[config.mk]
export PLATFORM = sky130hd
export DESIGN_NAME = conv_layer_sequencer
export DESIGN_NICKNAME = d
export VERILOG_FILES = /design/src/rtl/bnn_pkg.sv /design/src/rtl/layer_watchdog.sv /design/src/rtl/conv_layer_sequencer.sv
export SDC_FILE = /design/constraint.sdc
export NUM_CORES = 1
export LEC_CHECK = 0
export CORE_MARGIN = 8
export CORE_UTILIZATION = 30
export CTS_CLUSTER_DIAMETER = 50
export DETAILED_ROUTE_END_ITERATION = 16
export PLACE_DENSITY = 0.59
export SETUP_SLACK_MARGIN = 0.15
export SYNTH_ARGS = -nofsm -noshare
export SYNTH_HDL_FRONTEND = slang
export SYNTH_SLANG_ARGS = --single-unit
[constraint.sdc]
create_clock -name clk -period 2.1 [get_ports clk]
set_input_delay 0.63 -clock clk [delete_from_list [all_inputs] [get_ports clk]]
set_output_delay 0.63 -clock clk [all_outputs]
set_load 0.03 [all_outputs]
[src/rtl/bnn_pkg.sv]
// Shared types and defaults for the BNN layer sequencing logic.
package bnn_pkg;

  localparam int SEQ_TIMEOUT = 64;

  typedef enum logic [2:0] {
    ST_IDLE  = 3'd0,
    ST_CLEAR = 3'd1,
    ST_RUN   = 3'd2,
    ST_HOLD  = 3'd3,
    ST_ERROR = 3'd4
  } seq_state_t;

endpackage

[src/rtl/layer_watchdog.sv]
// Per-layer cycle counter; expired flags that the active layer has used its whole budget.
module layer_watchdog
  import bnn_pkg::*;
#(
  parameter int TIMEOUT = SEQ_TIMEOUT
) (
  input  logic clk,
  input  logic rst,
  input  logic clear,
  input  logic tick,
  output logic expired
);

  localparam int CNT_W = $clog2(TIMEOUT);
  localparam logic [CNT_W-1:0] LAST = CNT_W'(TIMEOUT - 1);

  logic [CNT_W-1:0] count;

  // NOTE: sequential state uses non-blocking assignments so every flop samples pre-edge values.
  always_ff @(posedge clk or posedge rst) begin
    if (rst) begin
      count <= '0;
    end else if (clear) begin
      count <= '0;
    end else if (tick && !expired) begin
      count <= count + CNT_W'(1);
    end
  end

  // The count parks at LAST, so it cannot wrap even if tick stays high.
  assign expired = (count == LAST);

endmodule

[src/rtl/conv_layer_sequencer.sv]
// Runs a chain of Conv2d layers in order, holding results until acknowledged,
// with a per-layer watchdog that parks the sequencer in ERROR on a stall.
module conv_layer_sequencer
  import bnn_pkg::*;
#(
  parameter int NUM_LAYERS = 3,
  parameter int TIMEOUT    = SEQ_TIMEOUT,
  parameter int IDX_W      = (NUM_LAYERS > 1) ? $clog2(NUM_LAYERS) : 1
) (
  input  logic                  clk,
  input  logic                  rst,
  input  logic                  start,
  input  logic                  abort,
  input  logic [NUM_LAYERS-1:0] layer_done,
  output logic [NUM_LAYERS-1:0] layer_en,
  output logic [IDX_W-1:0]      layer_idx,
  output logic                  busy,
  output logic                  result_valid,
  input  logic                  result_ack,
  output logic                  error
);

  localparam logic [IDX_W-1:0] LAST_IDX = IDX_W'(NUM_LAYERS - 1);

  seq_state_t       state, state_n;
  logic [IDX_W-1:0] idx, idx_n;
  logic             done_cur;
  logic             wd_clear;
  logic             wd_tick;
  logic             wd_expired;

  // Only the running layer's done is observed; all other bits are don't-care.
  always_comb begin
    done_cur = 1'b0;
    for (int i = 0; i < NUM_LAYERS; i++) begin
      if (IDX_W'(i) == idx) done_cur = layer_done[i];
    end
  end

  assign wd_tick  = (state == ST_RUN);
  assign wd_clear = abort || (state != ST_RUN) || done_cur;

  layer_watchdog #(
    .TIMEOUT(TIMEOUT)
  ) u_watchdog (
    .clk    (clk),
    .rst    (rst),
    .clear  (wd_clear),
    .tick   (wd_tick),
    .expired(wd_expired)
  );

  // NOTE: every output of this block gets a default first so no latch is inferred.
  always_comb begin
    state_n = state;
    idx_n   = idx;
    if (abort) begin
      state_n = ST_IDLE;
      idx_n   = '0;
    end else begin
      case (state)
        ST_IDLE: begin
          idx_n = '0;
          if (start) state_n = ST_CLEAR;
        end
        ST_CLEAR: begin
          state_n = ST_RUN;
          idx_n   = '0;
        end
        ST_RUN: begin
          if (done_cur) begin
            if (idx == LAST_IDX) state_n = ST_HOLD;
            else                 idx_n   = idx + IDX_W'(1);
          end else if (wd_expired) begin
            state_n = ST_ERROR;
          end
        end
        ST_HOLD: begin
          if (result_ack) begin
            state_n = ST_IDLE;
            idx_n   = '0;
          end
        end
        ST_ERROR: begin
          if (start) begin
            state_n = ST_CLEAR;
            idx_n   = '0;
          end
        end
        default: begin
          state_n = ST_IDLE;
          idx_n   = '0;
        end
      endcase
    end
  end

  always_ff @(posedge clk or posedge rst) begin
    if (rst) begin
      state <= ST_IDLE;
      idx   <= '0;
    end else begin
      state <= state_n;
      idx   <= idx_n;
    end
  end

  // Enables are cumulative: upstream layers stay enabled so their outputs remain valid.
  always_comb begin
    layer_en = '0;
    if (state == ST_RUN) begin
      for (int i = 0; i < NUM_LAYERS; i++) begin
        layer_en[i] = (IDX_W'(i) <= idx);
      end
    end else if (state == ST_HOLD) begin
      layer_en = '1;
    end
  end

  assign layer_idx    = idx;
  assign busy         = (state == ST_CLEAR) || (state == ST_RUN) || (state == ST_HOLD);
  assign result_valid = (state == ST_HOLD);
  // The error flag lives in the ERROR state itself, so leaving ERROR clears it.
  assign error        = (state == ST_ERROR);

endmodule

==> results.md, run 1 <==
* Via count at approximately 800
* Vias in the first global route at 863
* Core Region at approximately 2500 um2
* WS Path Type: register to primary output
* Post-synthesis cell area at between 700 and 800 um2
* Root Driver: clkbuf_4
* Vias/cell at 5.68
* Post-synth top area share at 34.9%
* Commonest non-fill, non-tap cell in the layout: buf_4
* Prevailing post-synth register cell: dfrtp_1
* Worst hold path type: register to register
* Slew Viols, Final at 0
* Max Cap Viol at 0
* Die X at between 60 and 70 um
* IO Pins at 16
* DRC viols at 0
* Die area at around 4500 um2
* Mapped Cells at 88
* Post-synth EDFFs at 0
* N_diodes at 0
* Worst EP required at roughly 1.5 ns
* Max Freq at 502 MHz
* Initial antenna violation count at 0
* First-pass GRT wire length at between 3 and 4 mm
* Hold-fix buffers at CTS at 0
* Slew margin rel. at about two thirds
* H-tree depth at 1
* Num rows at 18
* Post-synthesis area per instance at 8.97 um2
* PwrDens at between 400 and 500 nW/um2
* CTS Sinks at 11
* Final nets at around 130
* DR WL/cell at roughly 15 um
* CP Launch Type: register
* Worst-path clk slew at 0.06 ns
* Area leader, netlist: dfrtp_1
* Syn nets at 100
* Area contributors post-synth: dfrtp_1, ha_1, inv_1, nor4b_1, a21oi_1
* Ys async rst share at 100%
* Critical Path AT at roughly 1.4 ns
* Global route overflow at 0
* Number of warnings issued by yosys at 0
* Pleak at 0.455 nW
* Final ANT Viol Nets at 0
* Worst skew pair latency at 0.26 ns
* Unrepaired setup endpoints after global routing: true
* Number of synthesized register bits at 11
* Largest net degree at the start of global routing at 12
* Hold Violations, Final at 0
* Sequential element share of the synthesized area at between 30% and 40%
* Inst Count DP at around 140
* Final period utilization at a little over nine tenths
* Syn-to-layout area delta at 38.2%
* VDD IR-drop max at around 0.21 mV
* Final Non-Filler Cells at around 140
* Status: finished clean
* Most frequent cells in the layout: buf_4, dfrtp_1, inv_1, clkdlybuf4s50_1
* Port Buf Inserts at 15
* Placed Area at ~990 um2
* Slew @ Worst Pin at 0.484 ns
* Final WL at 2.10 mm
* Critical Path Sink Type: primary output
* CTS tree: yes
* Share of cells above drive strength 1 at a little under 30%
* Final GP Congestion at between 0.7 and 0.8
* Final instance area at approximately 1100 um2
* First DRT Iteration DRCs at just under 90
* Clk buf depth at 2
* Final Skew at between 0.0003 and 0.0004 ns
* Setup TNS at 0 ns
* DR pass1 iterations at 4
* Netlist cell types at 38
* Hpwl dp at 1.50 mm
* Final min period at around 2.0 ns
* Die Ht at around 67 um
* Fillers at roughly 250
* Critical path peak fanout at 4
* GRT Total Usage at under 10%
* Initial Util at a little under a third
* TritonCTS Buffers at 3
* Final setup vio count at 0
timing repair:
item | CTS | global route
gates resized for setup | 7 | 11
buffers inserted | 3 | 0
endpoints found under the setup margin | 8 | 14
hold endpoints to repair | 0 | 0
cells by family (layout without fill, tap and decap cells):
logic type	count (synthesis)	after routing	share of synthesized area (%)
DFF	11	11	34.9
and+or+nand+nor	38	38	30.7
AOI/OAI and AO/OA	23	23	21.4
buffers and inverters	12	36	6.66
adders and majority gates	4	4	6.34
through the flow:
step | power (mW) | worst slack, ns | utilization [%] | hold slack, ns
6_report | 0.499 | 0.106 | 44.0 | 0.600
2_1_floorplan | 0.295 | 0.117 | - | 0.482
5_1_grt | 0.527 | 0.0229 | 44.0 | 0.623
4_1_cts | 0.498 | 0.0679 | 42.5 | 0.576
3_3_place_gp | 0.347 | -0.127 | 40.1 | 0.561
3_5_place_dp | 0.348 | -0.158 | 40.1 | 0.571
final timing paths:
path | startpoint | end | slack [ns] | cells past startpoint
setup / recovery | layer_idx[0] | layer_en[2] | 0.11 | 5
hold / removal | u_watchdog.count[3] | u_watchdog.count[3] | 0.60 | 1
setup reg to reg | layer_idx[0] | layer_idx[1] | 0.35 | 6
hold reg to reg | u_watchdog.count[3] | u_watchdog.count[3] | 0.60 | 1
max in group asynchronous | rst | state[2] | 1.14 | 2
min in group asynchronous | rst | layer_idx[0] | 0.65 | 2
flip-flops by register name, indices dropped and copies added, names as in the netlist:
register	flops
layer_idx	2
state	3
u_watchdog.count	6
per-layer routing:
layer / wire (um) / vias to the layer above / global-route usage, % / share of wire [%]
met1: 985 / 395 / 12.0 / 47
met5: 0 / - / 0 / 0
li1: - / 386 / - / -
met3: 82 / 5 / 2.15 / 3.9
met4: 46 / 0 / 5.48 / 2.2
met2: 982 / 21 / 15.9 / 47
area by class of cell:
type | count | area [um2] | share of cell area, %
Multi-Input combinational cell | 65 | 507 | 46.4
Tap cell | 30 | 37.5 | 3.44
Inverter | 8 | 30.0 | 2.75
Timing Repair Buffer | 24 | 213 | 19.5
Sequential cell | 11 | 278 | 25.5
Clock buffer | 4 | 26.3 | 2.41
power by group:
part,switching [mW],internal [mW],total (mW)
sequential,0.00503,0.217,0.222
clock,0.0659,0.0736,0.139
combinational,0.0754,0.0616,0.137
total,0.146,0.352,0.499
worst max-delay path, stage by stage, from the launching register on:
cell	delay, ns
dfrtp_1	0.40
inv_1	0.08
ha_1	0.23
nor3_2	0.18
nor2_2	0.05
buf_4	0.16
synthesized netlist by cell type (all sizes together), types with 2 or more instances:
library cell  number
a2111oi            3
a21oi              5
a31oi              3
clkbuf             3
dfrtp             11
ha                 4
inv                8
nand2              4
nand3              4
nor2               5
nor2b              2
nor3               3
nor4               4
nor4b              3
o21a               2
o21ai              3
or4b               2
No activity file was read; power rests on OpenSTA's default activity.
==> inputs of run 2 (changes only) <==
--- a/config.mk
+++ b/config.mk
@@ -5,10 +5,12 @@
 export SDC_FILE = /design/constraint.sdc
 export NUM_CORES = 1
 export LEC_CHECK = 0
+export CAP_MARGIN = 20
 export CORE_MARGIN = 8
 export CORE_UTILIZATION = 30
 export CTS_CLUSTER_DIAMETER = 50
 export DETAILED_ROUTE_END_ITERATION = 16
+export HOLD_SLACK_MARGIN = 0.02
 export PLACE_DENSITY = 0.59
 export SETUP_SLACK_MARGIN = 0.15
 export SYNTH_ARGS = -nofsm -noshare
==> results of run 2 <==
Final layout, timing and power as in run 1 (identical DEF).
==> inputs of run 3 (changes only) <==
--- a/config.mk
+++ b/config.mk
@@ -6,7 +6,6 @@
 export NUM_CORES = 1
 export LEC_CHECK = 0
 export CAP_MARGIN = 20
-export CORE_MARGIN = 8
 export CORE_UTILIZATION = 30
 export CTS_CLUSTER_DIAMETER = 50
 export DETAILED_ROUTE_END_ITERATION = 16
==> run 3 against run 2 <==
Against the previous run:
- setup slack gained 0.042 ns
- clock power is 6% higher
- cell count is 2.1% higher
- maximum frequency grew 2.2%
- sequential share of layout area shrank 1.2 points
- clock skew is 0.0044 ns higher
- sequential power barely moved
- largest cell class unchanged
==> results.md, run 3 (synthesis results as in run 1) <==
* Status: finished clean
* Inst Count DP at approximately 140
* Final min period at 1.95 ns
* Die Ht at around 53 um
* Core Region at between 2000 and 2500 um2
* N_diodes at 0
* Num rows at 18
* Overall Power at slightly above 0.5 mW
* Critical Path Source: state[0]
* Final Skew at 0.00469 ns
* Final GP Congestion at 0.794
* Max FFs per register at 6
* DR pass1 iterations at 4
* Worst EP required at about 1.5 ns
* Critical Path Sink Type: primary output
* Reg area at roughly 280 um2
* Worst-path clk slew at ~0.070 ns
* Largest net degree at the start of global routing at 12
* GRT Total Usage at 17.4%
* Pleak at ~0.48 nW
* Hpwl dp at between 1.5 and 2 mm
* Clk buf depth at 2
* CTS tree: yes
* Setup TNS at 0 ns
* VDD IR-drop max at about 0.24 mV
* Final WS setup at between 0.1 and 0.15 ns
* Vias in the first global route at about 820
* Worst hold path type: register to register
* Worst-path cell with the longest stage delay: dfrtp_1
* Root Driver: clkbuf_4
* Final Non-Filler Cells at about 150
* Max Freq at between 500 and 600 MHz
* Initial Util at 31.9%
* Worst r2r src: state[0]
* Via count at 804
* Critical path peak fanout at 9
* Critical path, cell by cell: buf_4, inv_1, a21oi_4, buf_6
* Unrepaired setup endpoints after global routing: true
* Most frequent cells in the layout: buf_4, dfrtp_1, clkdlybuf4s50_1, inv_1
* Slew @ Worst Pin at 0.465 ns
* DRC viols at 0
* Global route overflow at 0
* Initial antenna violation count at 0
* Slew margin rel. at ~70%
* Fillers at between 200 and 250
* CTS Sinks at 11
* Pre-CTS setup slack at -0.192 ns
* Max Cap Viol at 0
* R2R cell count at 4
* Final period utilization at around 93%
* Top reg by flops: u_watchdog.count
* Worst skew pair latency at roughly 0.27 ns
* Placed Area at around 1000 um2
* Final ANT Viol Nets at 0
* DR WL/cell at around 14 um
* Die X at around 53 um
* TritonCTS Buffers at 3
* Final WL at roughly 2.1 mm
* Hold-fix buffers at CTS at 0
* CP Launch Type: register
* Vias/cell at between 5 and 6
* Critical Path AT at about 1.3 ns
* Share of cells above drive strength 1 at between 30% and 40%
* WS Path Type: register to primary output
* # Post-CTS Setup Buffers at 0
* H-tree depth at 1
* PwrDens at between 400 and 500 nW/um2
* Worst path max stage delay at around 0.43 ns
* Setup crit end: layer_en[1]
* First-pass GRT wire length at between 3 and 4 mm
* First DRT Iteration DRCs at 9
* Slew Viols, Final at 0
* Commonest non-fill, non-tap cell in the layout: buf_4
* R2R Setup Slk at approximately 0.33 ns
* Hold path depth at 1
* Die area at 2840 um2
* R2r endpoint: u_watchdog.count[4]
* Final nets at between 100 and 150
* Syn-to-layout area delta at 43.7%
* IO Pins at 16
* Final setup vio count at 0
* Port Buf Inserts at 15
* Final instance area at about 1100 um2
* Area occupied by multi-input gates at 533 um2
* Hold Violations, Final at 0
[run 3: cell types whose count changed in the layout (fill, tap and decap cells not counted), sizes merged]
| cell | before | now |
|---|---|---|
| dlygate4sd2 | 3 | 2 |
| buf | 14 | 18 |
[run 3: cell type report]
cell class	instances	share of cell area (%)
multi-input combinational	65	47.0
sequential	11	24.3
timing repair buffer	27	20.5
tap	30	3.31
inverter	8	2.65
clock buffer	4	2.32
[run 3: report_power, final]
group	total, mW	internal, mW	switching [mW]
combinational	0.145	0.0652	0.0794
clock	0.148	0.0737	0.0741
sequential	0.223	0.217	0.00580
total	0.515	0.356	0.159
[run 3: critical path, delay by kind of cell, from the launching register on]
family          cells  cell delay, ns
flops               1            0.43
compound gates      1            0.16
buf+inv             3            0.45
[run 3: per-layer routing]
metal	track usage (%)	wire [um]
met1	20.6	933
met3	2.87	96
met4	9.21	39
met2	29.6	999
met5	0	0
[run 3: what timing repair did]
item                                    4_1_cts  5_1_grt
gates resized for setup                      16       16
endpoints found under the setup margin        8       15
pin swaps                                     0        0
[run 3: how the worst min path moves through the flow]
stage / start / endpoint / slack, ns
CTS: u_watchdog.count[3] / u_watchdog.count[3] / 0.60
finish: u_watchdog.count[3] / u_watchdog.count[3] / 0.60
global route: u_watchdog.count[3] / u_watchdog.count[3] / 0.63
global placement: u_watchdog.count[3] / u_watchdog.count[3] / 0.55
floorplan: rst / layer_idx[0] / 0.48
detailed placement: state[1] / state[2] / 0.58
[run 3: metrics by stage]
stage | util, % | hold WS (ns)
2_1_floorplan | - | 0.482
3_3_place_gp | 42.0 | 0.553
3_5_place_dp | 42.0 | 0.578
4_1_cts | 44.4 | 0.599
5_1_grt | 45.8 | 0.630
6_report | 45.8 | 0.597
